--- src/rtl/multi_rate_tick_gen.sv ---
`timescale 1ns/1ps
// -----------------------------------------------------------------------------
// multi_rate_tick_gen
//
// Common time base for the game-logic blocks. Two free-running millisecond
// prescalers (normal and turbo) feed NUM_CH independent channels. Each channel
// counts millisecond strobes up to its programmed period, then emits a
// one-cycle tick and toggles a 50 % duty square wave.
//
// Ports:
//   clk            system clock
//   resetN         asynchronous, active-low reset
//   pause          freezes prescalers and channel counters while high
//   turbo[i]       channel i counts the fast strobe instead of the 1 ms strobe
//   restart[i]     synchronous clear of channel i (counter and duty50)
//   period_ms      channel i period at [i*PER_W +: PER_W]; 0 disables it
//   tick[i]        one-cycle pulse per channel period
//   duty50[i]      toggles on every channel tick
//   ms_tick        registered 1 ms strobe (0 while paused)
//   ms_tick_turbo  registered fast strobe (0 while paused)
//
// No valid/ready handshakes: every input is sampled on each rising edge and
// every output is a plain registered level or pulse.
// -----------------------------------------------------------------------------
module multi_rate_tick_gen #(
  parameter int CLK_HZ    = 50_000_000,
  parameter int NUM_CH    = 4,
  parameter int PER_W     = 12,
  parameter int TURBO_DIV = 10
) (
  input  logic                    clk,
  input  logic                    resetN,
  input  logic                    pause,
  input  logic [NUM_CH-1:0]       turbo,
  input  logic [NUM_CH-1:0]       restart,
  input  logic [NUM_CH*PER_W-1:0] period_ms,
  output logic [NUM_CH-1:0]       tick,
  output logic [NUM_CH-1:0]       duty50,
  output logic                    ms_tick,
  output logic                    ms_tick_turbo
);

  localparam int PRE_TOP  = CLK_HZ / 1000 - 1;
  localparam int FAST_TOP = CLK_HZ / (1000 * TURBO_DIV) - 1;
  localparam int PRE_W    = (PRE_TOP  > 0) ? $clog2(PRE_TOP + 1)  : 1;
  localparam int FAST_W   = (FAST_TOP > 0) ? $clog2(FAST_TOP + 1) : 1;

  localparam logic [PRE_W-1:0]  PRE_TOP_V  = PRE_W'(PRE_TOP);
  localparam logic [FAST_W-1:0] FAST_TOP_V = FAST_W'(FAST_TOP);

  logic              started;
  logic              run;
  logic [PRE_W-1:0]  pre_n;
  logic [FAST_W-1:0] pre_t;
  logic              stb_n;
  logic              stb_t;

  logic [PER_W-1:0]  ch_cnt [NUM_CH];
  logic [PER_W-1:0]  ch_per [NUM_CH];
  logic [NUM_CH-1:0] ch_stb;

  assign stb_n = (pre_n == PRE_TOP_V);
  assign stb_t = (pre_t == FAST_TOP_V);

  // The prescalers start counting one edge after reset release, so the
  // asynchronous deassertion never races the first counting edge. Every
  // later timing point is measured from that first edge.
  assign run = started & ~pause;

  always_comb begin
    ch_stb = '0;
    for (int i = 0; i < NUM_CH; i++) begin
      ch_per[i] = period_ms[i*PER_W +: PER_W];
      ch_stb[i] = turbo[i] ? stb_t : stb_n;
    end
  end

  // Prescalers and the registered strobe copies.
  always_ff @(posedge clk or negedge resetN) begin
    if (!resetN) begin
      started       <= 1'b0;
      pre_n         <= '0;
      pre_t         <= '0;
      ms_tick       <= 1'b0;
      ms_tick_turbo <= 1'b0;
    end else begin
      started       <= 1'b1;
      ms_tick       <= run & stb_n;
      ms_tick_turbo <= run & stb_t;
      if (run) begin
        pre_n <= stb_n ? '0 : pre_n + PRE_W'(1);
        pre_t <= stb_t ? '0 : pre_t + FAST_W'(1);
      end
    end
  end

  // Channel counters. The wrap test uses >= so that lowering the period
  // below the current count wraps on the next strobe instead of running
  // the counter all the way round.
  always_ff @(posedge clk or negedge resetN) begin
    if (!resetN) begin
      for (int i = 0; i < NUM_CH; i++) begin
        ch_cnt[i] <= '0;
      end
      tick   <= '0;
      duty50 <= '0;
    end else begin
      for (int i = 0; i < NUM_CH; i++) begin
        tick[i] <= 1'b0;
        if (restart[i]) begin
          ch_cnt[i] <= '0;
          duty50[i] <= 1'b0;
        end else if (pause) begin
          ch_cnt[i] <= ch_cnt[i];
        end else if (ch_per[i] == '0) begin
          ch_cnt[i] <= '0;
        end else if (ch_stb[i]) begin
          if (ch_cnt[i] >= ch_per[i] - PER_W'(1)) begin
            ch_cnt[i] <= '0;
            tick[i]   <= 1'b1;
            duty50[i] <= ~duty50[i];
          end else begin
            ch_cnt[i] <= ch_cnt[i] + PER_W'(1);
          end
        end
      end
    end
  end

endmodule

--- config.mk ---
export PLATFORM = sky130hd
export DESIGN_NAME = multi_rate_tick_gen
export DESIGN_NICKNAME = d
export VERILOG_FILES = /design/src/rtl/multi_rate_tick_gen.sv
export SDC_FILE = /design/constraint.sdc
export NUM_CORES = 1
export LEC_CHECK = 0
export CAP_MARGIN = 5
export CORE_ASPECT_RATIO = 0.9
export CORE_MARGIN = 5
export CORE_UTILIZATION = 29
export CTS_BUF_LIST = sky130_fd_sc_hd__clkbuf_2
export CTS_CLUSTER_DIAMETER = 80
export CTS_CLUSTER_SIZE = 12
export DETAILED_ROUTE_END_ITERATION = 12
export GPL_TIMING_DRIVEN = 0
export HOLD_SLACK_MARGIN = 0.12
export PLACE_DENSITY_LB_ADDON = 0.25
export SLEW_MARGIN = 10
export SYNTH_ARGS = -nofsm -noshare
export SYNTH_HDL_FRONTEND = slang
export SYNTH_SLANG_ARGS = --single-unit
--- constraint.sdc ---
create_clock -name clk -period 3.49 [get_ports clk]
set_clock_uncertainty 0.2 [all_clocks]
set_input_delay 0.5235 -clock clk [delete_from_list [all_inputs] [get_ports clk]]
set_output_delay 0.5235 -clock clk [all_outputs]
set_load 0.01 [all_outputs]
After elaboration in Yosys (flattened, before gate mapping). Index checks and enable logic that the tools add are counted.

Register bits: 88. Input bits: 59.

Add/subtract/negate cells: 10. Order comparisons: 4. Equal/unequal tests: 10. Multiplexer cells: 66. Bitwise operators: 8. Reduce and logical (&&, ||, !) cells: 24.

Operators by type and width (count): two-way mux 12 bit (20); adder 12 x 1 -> 12 bit, second input constant (4); >= comparator 12 bit (4); zero test 12 bit (4); subtractor 12 x 1 -> 12 bit, second input constant (4); two-way mux 1 bit (44); adder 16 x 1 -> 16 bit, second input constant (1); equality test 16 bit, second input constant (1); two-way mux 16 bit (1); AND reduction 4 bit (4); nonzero test 2 bit (8); adder 13 x 1 -> 13 bit, second input constant (1); equality test 13 bit, second input constant (1); two-way mux 13 bit (1); nonzero test 3 bit (4); inequality test 2 x 1 -> 1 bit, second input constant (4); inequality test 2 bit, second input constant (4); AND reduction 2 bit (4); inverter 1 bit (5); AND 1 bit (3).

Logic depth before layout (Yosys ltp). Gate-level depths: netlist (run 1).

Word-level depth: 7. Gate-level depth with buffers: 14. Gate-level depth less buffers: 13.

Worst setup path before layout (run 1). No wires, ideal clock.

Kind: input to register. Start: input port period_ms[5]. End: register ch_cnt[36] in the netlist's numbering. Library setup time: 0.067 ns. Data arrival time: 3.207 ns. Required time: 3.223 ns. Path slack: 0.016 ns. Stages: 12. Cell sequence: nor4_1 nand2_1 or3_1 nor3_1 xnor2_1 ha_1 nand2_1 nor2_1 a211oi_1 o21ai_0 nor3_1 mux2_2.

Cells in the longest elaborated chain, start to end: 7. Elaborated cells on any way between the ends: 10. Classes of those cells: add/sub (1); order compare (1); mux (5); reduce/logical (3).

RTL lines: start, declared (RTL line 36) `input logic [NUM_CH*PER_W-1:0] period_ms,`; subtractor 12 x 1 -> 12 bit (RTL line 118) `if (ch_cnt[i] >= ch_per[i] - PER_W'(1)) begin`; >= comparator 12 bit (RTL line 118); two-way mux 12 bit (RTL line 118); two-way mux 12 bit (RTL line 117) `end else if (ch_stb[i]) begin`; two-way mux 12 bit (RTL line 115) `end else if (ch_per[i] == '0) begin`; two-way mux 12 bit (RTL line 113) `end else if (pause) begin`; two-way mux 12 bit (RTL line 110) `if (restart[i]) begin`; end signal, assigned by index (RTL line 114) `ch_cnt[i] <= ch_cnt[i];`; end signal, assigned by index (RTL line 123) `ch_cnt[i] <= ch_cnt[i] + PER_W'(1);`; end, declared (RTL line 58) `logic [PER_W-1:0] ch_cnt [NUM_CH];`.

Parallel ways exist; a longest one is shown, timed or not. The select of a mux whose other input is x is not followed. A chain may end at the register's enable or synchronous reset.

Worst setup path after layout (run 1).
Start: input port period_ms[5]. End: register ch_cnt[47] in the netlist's numbering.

Same word-level chain as after synthesis.

==> results.md, run 1 <==
- M2 GR Usage: 19.1%
- Pin count of the biggest net entering global routing: 53
- Detailed Route Iter0 Violations: 330
- Most frequent CP cell: nand2_1
- Yosys reg bits: 88
- Layout Cells excl Fill: 1,109
- Post-Route WL: 16.0 mm
- Num Clock Sinks: 88
- Critical path class: in2reg
- Slew Limit Headroom: 55.4%
- M3 GR Usage: 2.75%
- Final Critical Period: 3.43 ns
- Final worst-path cycle share: 98.2%
- Synth unique cells: 61
- Placed inst area: 0.00755 mm2
- Arrival time worst endpoint: 3.78 ns
- Post-synth EDFFs: 0
- Register area share after synthesis: 34.0%
- Initial antenna violation count: 1
- Leak: 3.20 nW
- IO Port Bufs: 68
- Mapped Area: 0.00648 mm2
- Most common cell after layout, fill and taps aside: dfrtp_1
- Total track usage: 12.6%
- F_max: 0.292 GHz
- Ports: 69
- Setup crit end kind: flop
- Synth Net Count: 853
- GRT overflow: 0
- Final Net Count: 933
- Clk_lat worst skew: 0.60 ns
- Worst R2R Path Depth: 8
- Busiest grt layer: met2
- CP peak stage delay: 0.55 ns
- TritonCTS clock tree: done
- Die H: 152 um
- Clock Tree Buf Depth: 2
- Post-placement cell count: 1,092
- Worst Path Required: 3.84 ns
- Final Hold Vio Count: 0
- Avg Cell Area, Syn: 8.86 um2
- Max-slew violation count: 0
- Die X: 168 um
- H-tree levels: 3
- Initial Util: 29.7%
- Max-Cap Viols: 0
- Core Area: 0.0218 mm2
- First-pass GRT wire length: 27.1 mm
- Yosys Warn Count: 0
- Row cnt: 51
- Min-delay worst type: in2async
- Critical path cell sequence: clkdlybuf4s50_1, nor4_4, nand2_1, or3_1, nor3_1, xnor2_1, ha_1, nand2_1, nor2_1, a211oi_1, o21ai_1, or4_1, mux2i_1
- TritonCTS Buffers: 9
- CTS root buffer: clkbuf_2
- Design area: 0.00772 mm2
- Vias in the first global route: 5,478
- Top FF cell, synth: dfrtp_1
- Vias: 5,644
- P per Cell Area: 328 mW/mm2
- GR Layer Usage met1: 18.8%
- Register Area: 0.00220 mm2
- Die area: 0.0254 mm2
- Clk slew on worst S/H paths: 0.25 ns
- Share of cells above drive strength 1: 6.73%
- Vias per cell: 5.09
- WL/cell: 14.4 um
- Fillers: 2,262
- Routed Antenna Nets: 0
- Reg2reg start: pre_t[0]$_DFFE_PN0P_
- Asr flop ratio synth: 100%
- Synth-to-layout area growth: 19.1%
- RSZ-0062 raised after global routing: yes
- Slowest cell on crit path: or4_1
- Flop-to-flop setup slack: 0.33 ns
- Synth Instances: 732
- Max FO, Critical Path: 4
- Footprint of the multi-input gates: 0.00420 mm2
- Slew at the pin with the worst max-slew slack: 0.666 ns
- Setup TNS: 0 ns
- Setup-failing EPs final: 0
- Highest-count cells in the layout ignoring fill and taps: 88 x dfrtp_1, 73 x nand2_1, 67 x clkdlybuf4s50_1, 62 x ha_1, 58 x nor2_1
- Worst r2r dst: ch_cnt[21]$_DFFE_PN0P_
- Drt drc: 0
- Dpl hpwl: 12.3 mm
- Peak supply drop: 0.148 mV
- Startpoint Class: input pin
- Status: finished, final reports clean
- Global placement routability congestion: 0.789
- Initial DRT Pass Iterations: 5
-- state kept, by name, indices dropped and copies added, names as in the netlist --
name and count:
ch_cnt 48, duty50 4, ms_tick 1, ms_tick_turbo 1, pre_n 16, pre_t 13
started 1, tick 4
-- report_power, final --
| part | switching [W] | total, W | internal, W |
|---|---|---|---|
| Sequential | 0.000200 | 0.00135 | 0.00114 |
| Clock | 0.000381 | 0.000472 | 0.0000913 |
| Combinational | 0.000365 | 0.000715 | 0.000349 |
-- Yosys cell counts (3+ instances only) --
master     count  share of area (%)
ha_1          62                 12
nand3_1       35                2.7
nand4_1       15                1.4
a21oi_1       32                2.5
o31ai_1        7               0.81
a31o_2         5               0.68
and2_1         3               0.29
dfrtp_1       88                 34
and4_1         7               0.95
o2111ai_1      3               0.41
a31oi_1        6               0.58
mux2_2         3               0.52
xor2_1        25                3.4
nor4b_1        8                1.1
clkbuf_1      10               0.58
nand2b_1       6               0.58
nand2_1       73                4.2
nor2_1        60                3.5
a221o_1       11                1.7
nor2b_1       13                1.3
o21ai_0       30                2.3
a22o_1        12                1.6
and3_1        17                1.6
or4_1         16                1.9
a221o_2        3               0.52
or2_2          7               0.68
xnor2_1       39                5.3
nor3_1        38                2.9
nand4b_1       3               0.41
nor4_1        18                1.7
a211oi_1       4               0.46
or3_1          7               0.68
inv_1         27                1.6
-- worst max-delay path by stage --
stage                      start                      to  slack, ns  depth (start not counted)
floorplan           period_ms[5]  ch_cnt[36]$_DFFE_PN0P_       0.02                         12
global placement          resetN  ch_cnt[36]$_DFFE_PN0P_      -1.86                          1
detailed placement  period_ms[5]  ch_cnt[36]$_DFFE_PN0P_      -1.23                         13
CTS                 period_ms[5]  ch_cnt[47]$_DFFE_PN0P_      0.008                         13
global route        period_ms[5]  ch_cnt[47]$_DFFE_PN0P_      -0.09                         13
finish              period_ms[5]  ch_cnt[47]$_DFFE_PN0P_       0.06                         13
-- critical path: cells and delay by family --
family / cells / cell delay, ns
AO/OA/AOI/OAI: 2 / 0.49
buffers and inverters: 1 / 0.50
adder cells (fa/ha/maj): 1 / 0.26
multiplexers: 1 / 0.13
XOR/XNOR: 1 / 0.16
AND/OR/NAND/NOR: 7 / 1.70
-- routing by layer --
| layer | vias to the layer above | share of wire [%] |
|---|---|---|
| met5 | - | 0 |
| met4 | 0 | 0.51 |
| met3 | 5 | 3.5 |
| met2 | 80 | 44 |
| met1 | 2666 | 52 |
| li1 | 2893 | - |
-- kinds of logic after synthesis --
family / share of synthesized area, %
compound gates: 14.2
xor+xnor: 8.65
fa+ha+maj: 12.0
buf+inv: 2.30
flops: 34.0
mux: 0.830
other cells: 0.0578
simple gates: 28.0
-- layout make-up --
| class | instances | share of cell area, % |
|---|---|---|
| clock buffers | 10 | 0.648 |
| multi-input cells | 605 | 54.4 |
| flip-flops and latches | 88 | 28.5 |
| well taps | 291 | 4.71 |
| clock inverters | 6 | 0.470 |
| inverters | 27 | 1.31 |
| diodes | 1 | 0.0324 |
| plain buffers | 10 | 0.518 |
| repair buffers | 71 | 9.36 |
-- metrics by stage --
stage | total power, W | setup WS (ns) | hold WS (ns) | util (%)
floorplan | 0.00179 | 0.0158 | 0.0279 | -
global placement | 0.00205 | -1.86 | 0.277 | 34.5
detailed placement | 0.00207 | -1.23 | 0.275 | 34.6
CTS | 0.00256 | 0.00764 | 0.163 | 35.1
global route | 0.00273 | -0.0884 | 0.183 | 35.4
finish | 0.00253 | 0.0642 | 0.206 | 35.4
-- what timing repair did --
item                                    CTS  global route
cloned                                    0             0
endpoints found under the hold margin    88             0
resized for setup                         5            10
pin swaps                                 1             3
setup buffers                             0             1
hold buffers                              1             0
endpoints found under the setup margin   33            43
No activity file was read; power rests on OpenSTA's default activity.
==> run 2: changes to the inputs <==
==> config.mk (replaced) <==
export PLATFORM = sky130hd
export DESIGN_NAME = multi_rate_tick_gen
export DESIGN_NICKNAME = d
export VERILOG_FILES = /design/src/rtl/multi_rate_tick_gen.sv
export SDC_FILE = /design/constraint.sdc
export NUM_CORES = 1
export LEC_CHECK = 0
export CORE_ASPECT_RATIO = 0.9
export CORE_MARGIN = 5
export CORE_UTILIZATION = 29
export CTS_BUF_LIST = sky130_fd_sc_hd__clkbuf_4 sky130_fd_sc_hd__clkbuf_8
export CTS_CLUSTER_DIAMETER = 80
export CTS_CLUSTER_SIZE = 12
export DETAILED_ROUTE_END_ITERATION = 12
export GPL_TIMING_DRIVEN = 0
export HOLD_SLACK_MARGIN = 0.12
export PLACE_DENSITY_LB_ADDON = 0.25
export SLEW_MARGIN = 0
export SYNTH_ARGS = -nofsm -noshare
export SYNTH_HDL_FRONTEND = slang
export SYNTH_SLANG_ARGS = --single-unit
==> results.md, run 2 (synthesized netlist as in run 1, its figures left out) <==
- Max-Cap Viols: 0
- Setup crit end kind: flop
- Final Net Count: 942
- Reg2reg start: pre_n[11]$_DFFE_PN0P_
- H-tree levels: 3
- Clk slew on worst S/H paths: 0.09 ns
- Max FO, Critical Path: 10
- Biggest regs: ch_cnt x48, pre_n x16, pre_t x13
- Core Area: 0.0218 mm2
- Flop-to-flop setup slack: 0.35 ns
- Peak supply drop: 0.170 mV
- Worst Path Required: 3.59 ns
- Vias per cell: 5.07
- Final Util: 36.7%
- TritonCTS Buffers: 9
- Post-placement cell count: 1,092
- Row cnt: 51
- F_max: 0.301 GHz
- Post-Route WL: 16.3 mm
- Highest-count cells in the layout ignoring fill and taps: 88 x dfrtp_1, 72 x nand2_1, 60 x ha_1, 59 x clkdlybuf4s50_1, 57 x nor2_1
- Die H: 152 um
- WL/cell: 14.6 um
- Max-slew violation count: 0
- Crit path from: period_ms[27]
- Vias in the first global route: 5,524
- Num Clock Sinks: 88
- Dpl hpwl: 12.2 mm
- CTS root buffer: clkbuf_8
- Final Hold Vio Count: 0
- Final worst-path cycle share: 95.1%
- Hold path cells: 1
- Initial Util: 29.7%
- Slew Limit Headroom: 56.4%
- Worst Hold Margin: 0.285 ns
- Critical path class: in2reg
- Clock Tree Buf Depth: 2
- HP Start: ch_cnt[47]$_DFFE_PN0P_
- GRT overflow: 0
- Clk_lat worst skew: 0.38 ns
- Top reg by flops: ch_cnt
- Initial antenna violation count: 0
- Pin count of the biggest net entering global routing: 68
- Setup-failing EPs final: 0
- IO Port Bufs: 68
- Synth-to-layout area growth: 23.6%
- Worst r2r dst: ch_cnt[44]$_DFFE_PN0P_
- Layout Cells excl Fill: 1,117
- Drt drc: 0
- Largest register FFs: 48
- Die area: 0.0254 mm2
- Final Critical Period: 3.32 ns
- Initial DRT Pass Iterations: 4
- TritonCTS clock tree: done
- Ports: 69
- Routed Antenna Nets: 0
- Status: finished, final reports clean
- Global placement routability congestion: 0.789
- Share of cells above drive strength 1: 10.2%
- Startpoint Class: input pin
- Die X: 168 um
- Diode count: 0
- Detailed Route Iter0 Violations: 242
- Slew at the pin with the worst max-slew slack: 0.652 ns
- Most common cell after layout, fill and taps aside: dfrtp_1
- Arrival time worst endpoint: 3.42 ns
- Total track usage: 12.7%
- Min-delay worst type: reg2reg
- First-pass GRT wire length: 27.3 mm
- P per Cell Area: 353 mW/mm2
- Worst R2R Path Depth: 7
- Worst Hold End: ch_cnt[47]$_DFFE_PN0P_
- Vias: 5,668
- Leak: 3.35 nW
## run 2: worst max-delay path, stage by stage
cell	delay [ns]
clkdlybuf4s50_1	0.49
nor3_4	0.20
nand2_2	0.11
nor3_2	0.18
xnor2_1	0.14
ha_1	0.29
a21oi_2	0.14
a21boi_1	0.10
nor4_2	0.25
a21bo_2	0.27
clkbuf_4	0.18
or4_1	0.47
o21ai_0	0.09
## run 2: final cells by class
| type | count | area (um2) |
|---|---|---|
| Clock buffer | 11 | 145 |
| Tap cell | 291 | 364 |
| Inverter | 27 | 101 |
| Buffer | 12 | 57.6 |
| Clock inverter | 5 | 56.3 |
| Multi-Input combinational cell | 605 | 4300 |
| Timing Repair Buffer | 78 | 781 |
| Sequential cell | 88 | 2200 |
| Fill cell | 2252 | 13800 |
## run 2: worst max-delay path by stage
stage,to,slack (ns),cells after the start
final,ch_cnt[19]$_DFFE_PN0P_,0.17,13
after global routing,ch_cnt[47]$_DFFE_PN0P_,-0.02,13
after CTS,ch_cnt[47]$_DFFE_PN0P_,0.02,13
after detailed placement,ch_cnt[36]$_DFFE_PN0P_,-1.19,13
after global placement,ch_cnt[36]$_DFFE_PN0P_,-1.86,1
after floorplan,ch_cnt[36]$_DFFE_PN0P_,0.02,12
## run 2: power by group
part	internal [W]	switching, W
clock	0.000358	0.000393
sequential	0.00114	0.000201
combinational	0.000358	0.000376
total	0.00186	0.000970
## run 2: routing by layer
metal / track usage, % / part of all wire [%] / up-vias
li1: - / - / 2914
met1: 18.3 / 52 / 2684
met2: 19.6 / 44 / 63
met3: 3.27 / 3.2 / 7
met4: 2.09 / 0.63 / 0
met5: 0 / 0 / -
## run 2: through the flow
step | setup WS, ns | TNS [ns] | area (um2) | total power [W]
finish | 0.171 | 0 | 8010 | 0.00283
global route | -0.0181 | -0.0192 | 8010 | 0.00305
CTS | 0.0193 | 0 | 7880 | 0.00286
detailed placement | -1.19 | -37.61 | 7550 | 0.00207
global placement | -1.86 | -198.68 | 7530 | 0.00205
floorplan | 0.0158 | 0 | 6480 | 0.00179
## run 2: repair_timing
item                       CTS  global route
setup buffers                6             2
resized for setup           24            28
setup endpoints to repair   48            49
pin swaps                    5             4
hold buffers                 1             0
hold endpoints to repair    21             0
